[src/rtl/rr_stats_pkg.sv]
// Shared definitions for the rr_stats beat-statistics stage: FSM states,
// heart-rate divider constants and the output saturation helper.
package rr_stats_pkg;

  typedef enum logic [2:0] {
    ST_IDLE,
    ST_UPDATE,
    ST_AVG,
    ST_DIV,
    ST_DONE
  } rr_state_e;

  // Quotient bits needed for a numerator n (one divider step per bit).
  function automatic int unsigned num_width(input int unsigned n);
    return $clog2(n + 1);
  endfunction

  localparam int unsigned RR_FS_DEFAULT = 360;
  localparam int unsigned RR_NUMERATOR  = 60 * RR_FS_DEFAULT;
  localparam int unsigned RR_NUM_W      = num_width(RR_NUMERATOR);

  function automatic logic [31:0] sat_unsigned(input logic [31:0] value,
                                               input int unsigned width);
    logic [31:0] max_v;
    max_v = (width >= 32) ? '1 : ((32'd1 << width) - 32'd1);
    return (value > max_v) ? max_v : value;
  endfunction

endpackage

[src/rtl/rr_stats_seq_divider.sv]
// Restoring unsigned divider, one quotient bit per enabled clock.
// done is high in the cycle whose closing edge produces the last quotient bit.
module seq_divider #(
  parameter int unsigned NUM_W = 15,
  parameter int unsigned DEN_W = 11
) (
  input  logic             clk,
  input  logic             nrst,
  input  logic             ce,
  input  logic             start,
  input  logic [NUM_W-1:0] numerator,
  input  logic [DEN_W-1:0] divisor,
  output logic             busy,
  output logic             done,
  output logic [NUM_W-1:0] quotient
);

  localparam int unsigned CNT_W = $clog2(NUM_W + 1);

  logic             busy_q, busy_d;
  logic [CNT_W-1:0] cnt_q, cnt_d;
  logic [NUM_W-1:0] nq_q, nq_d;
  logic [DEN_W-1:0] rem_q, rem_d;
  logic [DEN_W-1:0] den_q, den_d;
  logic [DEN_W:0]   trial;
  logic             last_step;

  always_comb begin
    busy_d    = busy_q;
    cnt_d     = cnt_q;
    nq_d      = nq_q;
    rem_d     = rem_q;
    den_d     = den_q;
    trial     = {rem_q, nq_q[NUM_W-1]};
    last_step = busy_q && (cnt_q == CNT_W'(NUM_W - 1));
    if (start) begin
      busy_d = 1'b1;
      cnt_d  = '0;
      nq_d   = numerator;
      rem_d  = '0;
      den_d  = divisor;
    end else if (busy_q) begin
      // Numerator bits shift out of nq while quotient bits shift in.
      if (trial >= {1'b0, den_q}) begin
        rem_d = DEN_W'(trial - {1'b0, den_q});
        nq_d  = {nq_q[NUM_W-2:0], 1'b1};
      end else begin
        rem_d = trial[DEN_W-1:0];
        nq_d  = {nq_q[NUM_W-2:0], 1'b0};
      end
      cnt_d = cnt_q + CNT_W'(1);
      if (last_step) busy_d = 1'b0;
    end
  end

  always_ff @(posedge clk or negedge nrst) begin
    if (!nrst) begin
      busy_q <= 1'b0;
      cnt_q  <= '0;
      nq_q   <= '0;
      rem_q  <= '0;
      den_q  <= '0;
    end else if (ce) begin
      busy_q <= busy_d;
      cnt_q  <= cnt_d;
      nq_q   <= nq_d;
      rem_q  <= rem_d;
      den_q  <= den_d;
    end
  end

  assign busy     = busy_q;
  assign done     = last_step && ce;
  assign quotient = nq_q;

endmodule

[src/rtl/rr_stats.sv]
// RR-interval statistics: validation, windowed running mean, irregular-beat
// flag and heart rate via a sequential divider. One beat in flight, one queued.
module rr_stats
  import rr_stats_pkg::*;
#(
  parameter int unsigned DATA_WIDTH = 11,
  parameter int unsigned FS         = 360,
  parameter int unsigned AVG_LEN    = 8,
  parameter int unsigned HR_WIDTH   = 8,
  parameter int unsigned CNT_WIDTH  = 16,
  parameter int unsigned RR_MIN     = 72,
  parameter int unsigned RR_MAX     = 1080
) (
  input  logic                  clk,
  input  logic                  nrst,
  input  logic                  ce,
  input  logic [DATA_WIDTH-1:0] rr_period,
  input  logic                  rr_period_updated,
  output logic [HR_WIDTH-1:0]   heart_rate,
  output logic [DATA_WIDTH-1:0] avg_rr,
  output logic                  hr_valid,
  output logic                  irregular,
  output logic                  artifact,
  output logic [CNT_WIDTH-1:0]  beat_count,
  output logic                  overrun
);

  localparam int unsigned NUMER     = 60 * FS;
  localparam int unsigned NUM_W     = num_width(NUMER);
  localparam int unsigned AVG_SHIFT = $clog2(AVG_LEN);
  localparam int unsigned SUM_W     = DATA_WIDTH + AVG_SHIFT;
  localparam logic [DATA_WIDTH-1:0] RR_MIN_V = DATA_WIDTH'(RR_MIN);
  localparam logic [DATA_WIDTH-1:0] RR_MAX_V = DATA_WIDTH'(RR_MAX);

  rr_state_e             state_q, state_d;
  logic [DATA_WIDTH-1:0] work_q, work_d;
  logic [DATA_WIDTH-1:0] pend_q, pend_d;
  logic                  pend_valid_q, pend_valid_d;
  logic [DATA_WIDTH-1:0] win_q [AVG_LEN];
  logic [DATA_WIDTH-1:0] win_d [AVG_LEN];
  logic [SUM_W-1:0]      sum_q, sum_d;
  logic [AVG_SHIFT-1:0]  wr_ptr_q, wr_ptr_d;
  logic                  primed_q, primed_d;
  logic [CNT_WIDTH-1:0]  cnt_q, cnt_d;
  logic                  irr_next_q, irr_next_d;
  logic [DATA_WIDTH-1:0] avg_calc_q, avg_calc_d;
  logic [HR_WIDTH-1:0]   hr_q, hr_d;
  logic [DATA_WIDTH-1:0] avg_q, avg_d;
  logic                  irr_q, irr_d;
  logic                  ovr_q, ovr_d;
  logic                  hv_q, hv_d;
  logic                  art_q, art_d;

  logic                  rr_ok;
  logic [DATA_WIDTH-1:0] rr_dev;
  logic [DATA_WIDTH-1:0] dev_thr;
  logic                  div_start;
  logic                  div_busy;
  logic                  div_done;
  logic [NUM_W-1:0]      div_quot;

  seq_divider #(
    .NUM_W(NUM_W),
    .DEN_W(DATA_WIDTH)
  ) u_div (
    .clk      (clk),
    .nrst     (nrst),
    .ce       (ce),
    .start    (div_start),
    .numerator(NUM_W'(NUMER)),
    .divisor  (sum_q[SUM_W-1:AVG_SHIFT]),
    .busy     (div_busy),
    .done     (div_done),
    .quotient (div_quot)
  );

  always_comb begin
    state_d      = state_q;
    work_d       = work_q;
    pend_d       = pend_q;
    pend_valid_d = pend_valid_q;
    win_d        = win_q;
    sum_d        = sum_q;
    wr_ptr_d     = wr_ptr_q;
    primed_d     = primed_q;
    cnt_d        = cnt_q;
    irr_next_d   = irr_next_q;
    avg_calc_d   = avg_calc_q;
    hr_d         = hr_q;
    avg_d        = avg_q;
    irr_d        = irr_q;
    ovr_d        = ovr_q;
    div_start    = 1'b0;
    hv_d         = 1'b0;
    art_d        = 1'b0;

    rr_ok   = (work_q >= RR_MIN_V) && (work_q <= RR_MAX_V);
    rr_dev  = (work_q >= avg_q) ? (work_q - avg_q) : (avg_q - work_q);
    dev_thr = avg_q >> 3;

    // A strobe arriving mid-beat is queued once; a second one is lost.
    if (rr_period_updated && (state_q != ST_IDLE)) begin
      if (!pend_valid_q) begin
        pend_d       = rr_period;
        pend_valid_d = 1'b1;
      end else begin
        ovr_d = 1'b1;
      end
    end

    unique case (state_q)
      ST_IDLE: begin
        if (pend_valid_q) begin
          work_d       = pend_q;
          pend_valid_d = 1'b0;
          state_d      = ST_UPDATE;
          if (rr_period_updated) begin
            pend_d       = rr_period;
            pend_valid_d = 1'b1;
          end
        end else if (rr_period_updated) begin
          work_d  = rr_period;
          state_d = ST_UPDATE;
        end
      end
      ST_UPDATE: begin
        if (!rr_ok) begin
          art_d   = ce;
          state_d = ST_IDLE;
        end else begin
          irr_next_d = primed_q && (rr_dev > dev_thr);
          if (!primed_q) begin
            for (int unsigned i = 0; i < AVG_LEN; i++) win_d[i] = work_q;
            sum_d    = {work_q, {AVG_SHIFT{1'b0}}};
            primed_d = 1'b1;
          end else begin
            sum_d = sum_q + {{AVG_SHIFT{1'b0}}, work_q}
                          - {{AVG_SHIFT{1'b0}}, win_q[wr_ptr_q]};
            win_d[wr_ptr_q] = work_q;
            wr_ptr_d = wr_ptr_q + AVG_SHIFT'(1);
          end
          if (cnt_q != '1) cnt_d = cnt_q + CNT_WIDTH'(1);
          state_d = ST_AVG;
        end
      end
      ST_AVG: begin
        avg_calc_d = sum_q[SUM_W-1:AVG_SHIFT];
        div_start  = 1'b1;
        state_d    = ST_DIV;
      end
      ST_DIV: begin
        if (div_done || !div_busy) state_d = ST_DONE;
      end
      ST_DONE: begin
        hr_d    = HR_WIDTH'(sat_unsigned(32'(div_quot), HR_WIDTH));
        avg_d   = avg_calc_q;
        irr_d   = irr_next_q;
        hv_d    = ce;
        state_d = ST_IDLE;
      end
      default: state_d = ST_IDLE;
    endcase
  end

  always_ff @(posedge clk or negedge nrst) begin
    if (!nrst) begin
      state_q      <= ST_IDLE;
      work_q       <= '0;
      pend_q       <= '0;
      pend_valid_q <= 1'b0;
      for (int unsigned i = 0; i < AVG_LEN; i++) win_q[i] <= '0;
      sum_q        <= '0;
      wr_ptr_q     <= '0;
      primed_q     <= 1'b0;
      cnt_q        <= '0;
      irr_next_q   <= 1'b0;
      avg_calc_q   <= '0;
      hr_q         <= '0;
      avg_q        <= '0;
      irr_q        <= 1'b0;
      ovr_q        <= 1'b0;
    end else if (ce) begin
      state_q      <= state_d;
      work_q       <= work_d;
      pend_q       <= pend_d;
      pend_valid_q <= pend_valid_d;
      win_q        <= win_d;
      sum_q        <= sum_d;
      wr_ptr_q     <= wr_ptr_d;
      primed_q     <= primed_d;
      cnt_q        <= cnt_d;
      irr_next_q   <= irr_next_d;
      avg_calc_q   <= avg_calc_d;
      hr_q         <= hr_d;
      avg_q        <= avg_d;
      irr_q        <= irr_d;
      ovr_q        <= ovr_d;
    end
  end

  // Pulse registers run every edge so a pulse cannot be stretched by ce.
  always_ff @(posedge clk or negedge nrst) begin
    if (!nrst) begin
      hv_q  <= 1'b0;
      art_q <= 1'b0;
    end else begin
      hv_q  <= hv_d;
      art_q <= art_d;
    end
  end

  assign heart_rate = hr_q;
  assign avg_rr     = avg_q;
  assign hr_valid   = hv_q && ce;
  assign irregular  = irr_q;
  assign artifact   = art_q && ce;
  assign beat_count = cnt_q;
  assign overrun    = ovr_q;

endmodule

[config.mk]
export PLATFORM = sky130hd
export DESIGN_NAME = rr_stats
export DESIGN_NICKNAME = d
export VERILOG_FILES = /design/src/rtl/rr_stats_pkg.sv /design/src/rtl/rr_stats_seq_divider.sv /design/src/rtl/rr_stats.sv
export SDC_FILE = /design/constraint.sdc
export NUM_CORES = 1
export LEC_CHECK = 0
export BUFFER_PORTS_ARGS = -buffer_cell sky130_fd_sc_hd__buf_2
export CELL_PAD_IN_SITES_DETAIL_PLACEMENT = 1
export CELL_PAD_IN_SITES_GLOBAL_PLACEMENT = 1
export CORE_ASPECT_RATIO = 2
export CORE_MARGIN = 3
export CORE_UTILIZATION = 39
export CTS_CLUSTER_DIAMETER = 120
export DETAILED_ROUTE_END_ITERATION = 10
export PLACE_DENSITY_LB_ADDON = 0.1
export SYNTH_ARGS = -nofsm -noshare
export SYNTH_HDL_FRONTEND = slang
export SYNTH_HIERARCHICAL = 1
export SYNTH_SLANG_ARGS = --single-unit
[constraint.sdc]
create_clock -name clk -period 4.4 [get_ports clk]
set_clock_uncertainty 0.1 [all_clocks]
set_input_delay 0.88 -clock clk [delete_from_list [all_inputs] [get_ports clk]]
set_output_delay 0.88 -clock clk [all_outputs]
set_load 0.05 [all_outputs]
==> metrics.txt, run 1 <==
Filler Cells Inserted 3556; min Tclk post-route 4.13 ns; reg2reg path depth 14; DRC 0; WHS 0.170 ns; Async SR Flop Fraction 100%; Global Route Usage Sum 23.5%; crit share post-route 93.8%; synthesized flop and latch total 225; area grow syn2layout 14.9%; Mean Syn Cell Area 9.84 sq um; RSZ-0062 raised after global routing false; CTS Hold Bufs 0; Clock transition at path regs 0.07 ns; Worst EP required 4.69 ns; initial DRC count 312; ranking of synthesized cells by area dfrtp_1, o21ai_0, ha_1; Critical Path Sink Type flip-flop; biggest area consumer among synthesized cells dfrtp_1; Syn. warnings 6; I/O Pins 54; TNS Setup 0 ns; initial antenna violation count 0; MaxCap Viol Count 0; Worst Path Max Fanout 13; Max H-tree Level 1; DR WL/cell 22.2 um; max-slew violations 0; CTS Buf Count 23; Core Area 31000 sq um; Final #Nets 1417; total number of vias 9597; CP Launch Type flip-flop; clk_lat worst skew 0.53 ns; worst endpoint data arrival time 4.42 ns; Root Driver clkbuf_16; # rows 91; Placer Congestion 0.935; Worst Tran Pin Value 0.868 ns; die width 132 um; Via-to-Cell Ratio 5.44; Max-slew headroom 40.6%; DRT antenna net count 0; First-pass DRT Iterations 4; Mapped Area 12300 sq um; global-route wire length before repair 62100 um; CTS tree done; run status completed; chip height 257 um; layout cells sized above 1 15.1%; sequential area share after synthesis 45.7%; Post-synth EDFFs 0; total wire length 39200 um; n_diodes 0; Netlist cell types 75; GRT overflow 0; # setup viols final 0; DIE AREA 33900 sq um; fmax 242 MHz; I/O Buffers 53; hpwl dp 30500 um; Fin. Hold Viols 0; CTS Sinks 225; clk buf depth 3; Crit Path Category reg -> reg; Initial Util 39.8%; Worst Hold Class in -> async; largest net degree at the start of global routing 91; Synth Instances 1252; top_reg_cell synth dfrtp_1; vias in the first global route 10693; share of the synthesized area in the top cell type 45.7%
metal layers:
| layer | GRT usage, % | part of all wire (%) |
|---|---|---|
| met4 | 12.1 | 5.8 |
| met1 | 22.9 | 34 |
| met5 | 0 | 0 |
| met3 | 2.31 | 2.4 |
| met2 | 47.5 | 58 |
registers in the layout (all words and copies together) (netlist names), 3 cells and up:
signal,cells
state_q,3
u_div/rem_q,11
u_div/den_q,11
heart_rate,8
pend_q,11
wr_ptr_q,3
beat_count,16
u_div/cnt_q,4
sum_q,14
win_q,88
avg_rr,11
avg_calc_q,11
u_div/quotient,15
work_q,11
final timing paths:
check                               start    endpoint  slack (ns)
worst max-delay path            avg_rr[8]  irr_next_q        0.27
min in group clk                  overrun     overrun        0.37
worst max register to register  avg_rr[8]  irr_next_q        0.27
worst min-delay path                 nrst     overrun        0.17
max in group asynchronous            nrst   win_q[79]        3.15
worst min register to register    overrun     overrun        0.37
area by class of cell:
class | instances | area, sq um | area share, %
tap | 418 | 523 | 3.69
inverter | 88 | 330 | 2.33
clock buffer | 32 | 639 | 4.52
sequential | 225 | 5630 | 39.8
multi-input combinational | 895 | 6200 | 43.8
timing repair buffer | 97 | 634 | 4.48
clock inverter | 9 | 195 | 1.38
per-stage QoR:
stage | worst slack [ns] | util [%] | instances | instance area (sq um)
5_1_grt | 0.0407 | 45.7 | 1764 | 14200
3_5_place_dp | 0.297 | 43.0 | 1723 | 13300
4_1_cts | 0.301 | 45.7 | 1764 | 14100
6_report | 0.272 | 45.7 | 1764 | 14200
2_1_floorplan | 0.259 | - | 1265 | 12400
3_3_place_gp | 0.390 | 43.0 | 1723 | 13300
cell families after synthesis:
| logic type | share of synthesized area (%) |
|---|---|
| compound gates | 16.9 |
| buf+inv | 4.57 |
| mux | 9.79 |
| xor+xnor | 2.99 |
| simple gates | 11.8 |
| flops | 45.7 |
| fa+ha+maj | 8.16 |
| other cells | 0.0609 |
synth_stat cells (5+ instances only):
| cell type | number |
|---|---|
| clkinv_1 | 5 |
| a21o_1 | 11 |
| nand2b_1 | 6 |
| mux2i_1 | 44 |
| xnor2_1 | 27 |
| nand4_1 | 7 |
| nand2_1 | 189 |
| mux4_2 | 12 |
| dfrtp_1 | 225 |
| mux2_2 | 39 |
| mux2_1 | 5 |
| nor4_1 | 5 |
| o21ai_1 | 15 |
| and3_1 | 7 |
| o22ai_1 | 13 |
| ha_1 | 58 |
| nor3_1 | 15 |
| clkbuf_1 | 45 |
| nor2b_1 | 9 |
| buf_2 | 6 |
| o22a_1 | 9 |
| inv_1 | 82 |
| a211oi_1 | 5 |
| a21oi_1 | 54 |
| nand3_1 | 21 |
| o21ai_0 | 152 |
| nor2_1 | 48 |
| o21a_1 | 7 |
| and2_1 | 6 |
| xor2_1 | 15 |
| a221oi_1 | 18 |
| fa_1 | 14 |
placed cells by master, fill, tap and decap left out, types with 18 or more instances in the layout:
cell type  synthesis  routed
dfrtp_1          225     225
nand2_1          189     189
o21ai_0          152     147
inv_1             82      82
ha_1              58      58
a21oi_1           54      54
buf_2              6      52
nor2_1            48      46
mux2i_1           44      44
buf_4              1      41
mux2_2            39      39
xnor2_1           27      27
clkbuf_16          0      23
nand3_1           21      21
o21ai_1           15      18
a221oi_1          18      18
worst max-delay path, cell delays in order, from the launching register on:
cell	delay, ns
dfrtp_1	0.37
inv_1	0.08
ha_1	0.49
a21oi_4	0.30
o31ai_1	0.14
a211o_1	0.37
o31ai_4	0.49
mux2i_1	0.42
o221ai_2	0.16
xor2_1	0.16
ha_1	0.18
a21oi_1	0.28
o21ai_0	0.16
a31oi_1	0.19
o211ai_1	0.12
what timing repair did:
action / 4_1_cts / 5_1_grt
endpoints found under the setup margin: 0 / 2
gates resized for setup: 0 / 3
buffers inserted: 0 / 0
Power of run 1 is not shown: default switching activity piles up to over one toggle a cycle in this logic, so the estimate is an artifact.
==> inputs of run 2 (changes only) <==
- CORE_MARGIN: 3 -> not set
- HOLD_SLACK_MARGIN: not set -> 0.06
- SYNTH_HIERARCHICAL: 1 -> not set
==> run 2 against run 1 <==
Net effect:
- register-to-register slack is essentially flat
- via count shrank 4.4%
- sequential share of layout area grew 0.35 points
- area after synthesis shrank 3.9%
- final cell count shrank 6.2%
- first-iteration DRC count shrank 5.4%
- maximum frequency grew 0.23%
==> metrics.txt, run 2 <==
n_diodes 0 (unchanged); Crit Path Category reg -> reg; crit-path max cell delay 0.57 ns (+0.08 ns); Initial Util 39.8% (+0.040 points); Biggest register win_q; Max H-tree Level 1 (unchanged); ranking of synthesized cells by area dfrtp_1, o21ai_0, ha_1; DRT antenna net count 0 (unchanged); Mean Syn Cell Area 9.65 sq um (-1.9%); Worst EP required 4.76 ns (+0.07 ns); sum of buffers and inverters on the critical path 3 (+2); fmax 243 MHz (+0.23%); share of the synthesized area in the top cell type 45.2% (-0.47 points); Post-synth EDFFs 0 (unchanged); hpwl dp 27800 um (-8.9%); CP Launch Type flip-flop; DR WL/cell 22.0 um (-1.2%); worst reg2reg setup slack 0.28 ns (about the same); Worst Tran Pin Value 0.907 ns (+0.0389 ns); total wire length 36400 um (-7.3%); Syn Nets 1314; Crit path top cell by count inv_1; Async SR Flop Fraction 100% (unchanged); area grow syn2layout 12.7%; I/O Pins 54 (unchanged); clk_lat worst skew 0.52 ns (about the same); Netlist cell types 69 (-8.0%); reg2reg start wr_ptr_q[2]; synthesized flop and latch total 214 (-4.9%); die width 125 um (-4.9%); Fin. Hold Viols 0 (unchanged); top_reg_cell synth dfrtp_1; Worst Hold Class in -> async; Clock transition at path regs 0.07 ns (about the same); Syn. warnings 0 (-6); Via-to-Cell Ratio 5.54 (+1.8%); Mapped Area 11800 sq um (-3.9%); Root Driver clkbuf_16; clk buf depth 3 (unchanged); DRC 0 (unchanged); Max-slew headroom 39.4% (-1.2 points); CTS Buf Count 22 (-4.3%); initial antenna violation count 0 (unchanged); placed cells 1617 (-6.2%); min Tclk post-route 4.12 ns (-0.00948 ns); Final #Nets 1364 (-3.7%); worst endpoint data arrival time 4.47 ns (+0.05 ns); Global Route Usage Sum 24.4% (+0.97 points); CP delay by family, top compound AO/OA/AOI/OAI gates; worst-path cell chain buf_4 -> mux4_2 -> mux2_2 -> fa_1 -> inv_1 -> ha_1 -> a21o_1 -> a21oi_1 -> nor3b_1 -> a2111oi_0 -> inv_1 -> or4_1 -> nand3_1; Critical Path Sink Type flip-flop; crit share post-route 93.6% (-0.22 points); top cells by count, synth dfrtp_1, nand2_1, o21ai_0; Max stage delay cell, worst path dfrtp_1; MaxCap Viol Count 0 (unchanged); total number of vias 9170 (-4.4%); sequential area share after synthesis 45.2% (-0.47 points); count leader, synth dfrtp_1; Placer Congestion 0.850 (-9.1%); chip height 248 um (-3.5%); Core Util, Final 44.9% (-0.82 points); CTS Hold Bufs 0 (unchanged); reg2reg path depth 13 (-1); RSZ-0062 raised after global routing false; Core Area 29700 sq um (-4.0%); commonest non-fill, non-tap cell in the layout dfrtp_1; reg2reg end sum_q[13]; Setup Buffers After CTS 0 (unchanged); vias in the first global route 10187 (-4.7%); global-route wire length before repair 58200 um (-6.3%); # rows 89 (-2.2%); # setup viols final 0 (unchanged); First-pass DRT Iterations 7 (+3); run status completed; GRT overflow 0 (unchanged); DIE AREA 31100 sq um (-8.2%); CTS tree done; post-CTS resize count 0 (unchanged); largest net degree at the start of global routing 95 (+4.4%); fin cells 1655 (-6.2%); Synth Instances 1227 (-2.0%); CTS Sinks 214 (-4.9%); max-slew violations 0 (unchanged); Filler Cells Inserted 3362 (-5.5%); layout cells sized above 1 13.2% (-1.8 points); Worst Path Max Fanout 14 (+1); max reg flops 88 (unchanged); most frequent cells in the layout dfrtp_1, nand2_1, o21ai_0; initial DRC count 295 (-5.4%); biggest area consumer among synthesized cells dfrtp_1; I/O Buffers 53 (unchanged); TNS Setup 0 ns (unchanged)
run 2: metal layers:
layer	track usage, %	part of all wire [%]	vias to the layer above	wire, um
met5	0	0	-	0
met4	14.1	6.1	0	2220
met3	2.22	2.0	93	728
met2	48.1	57	129	20700
met1	24.4	35	4582	12800
li1	-	-	4366	-
run 2: cells by family after synthesis:
logic type               Yosys count  synth area share (%)
AND/OR/NAND/NOR                  353                  13.5
AO/OA/AOI/OAI                    318                  16.5
flip-flops                       214                  45.2
buffers and inverters            151                  5.36
multiplexers                      76                  7.74
adder cells (fa/ha/maj)           72                  8.49
XOR/XNOR                          43                  3.18
run 2: area by class of cell:
cell class                      count  area (sq um)  area share [%]
Clock buffer                       31           656            4.91
Multi-Input combinational cell    862          5860            43.9
Tap cell                          364           455            3.41
Inverter                           88           330            2.48
Timing Repair Buffer               89           571            4.28
Clock inverter                      7           116           0.872
Sequential cell                   214          5360            40.1
run 2: how the worst max path moves through the flow:
stage,depth (start not counted),start,slack [ns],to
2_1_floorplan,16,avg_rr[8],0.35,irr_next_q
3_3_place_gp,13,wr_ptr_q[2],0.35,sum_q[13]
3_5_place_dp,13,wr_ptr_q[2],0.27,sum_q[13]
4_1_cts,13,wr_ptr_q[2],0.24,sum_q[13]
5_1_grt,12,wr_ptr_q[0],0.05,sum_q[13]
6_report,13,wr_ptr_q[2],0.28,sum_q[13]
run 2: metrics by stage:
step / setup WS [ns] / hold WS, ns / cell area, sq um
after global routing: 0.0535 / 0.272 / 13300
after floorplan: 0.346 / 0.343 / 11800
after global placement: 0.353 / 0.357 / 12600
after CTS: 0.243 / 0.248 / 13300
after detailed placement: 0.266 / 0.368 / 12600
final: 0.282 / 0.235 / 13300
Power of run 2 is left out for the same reason.
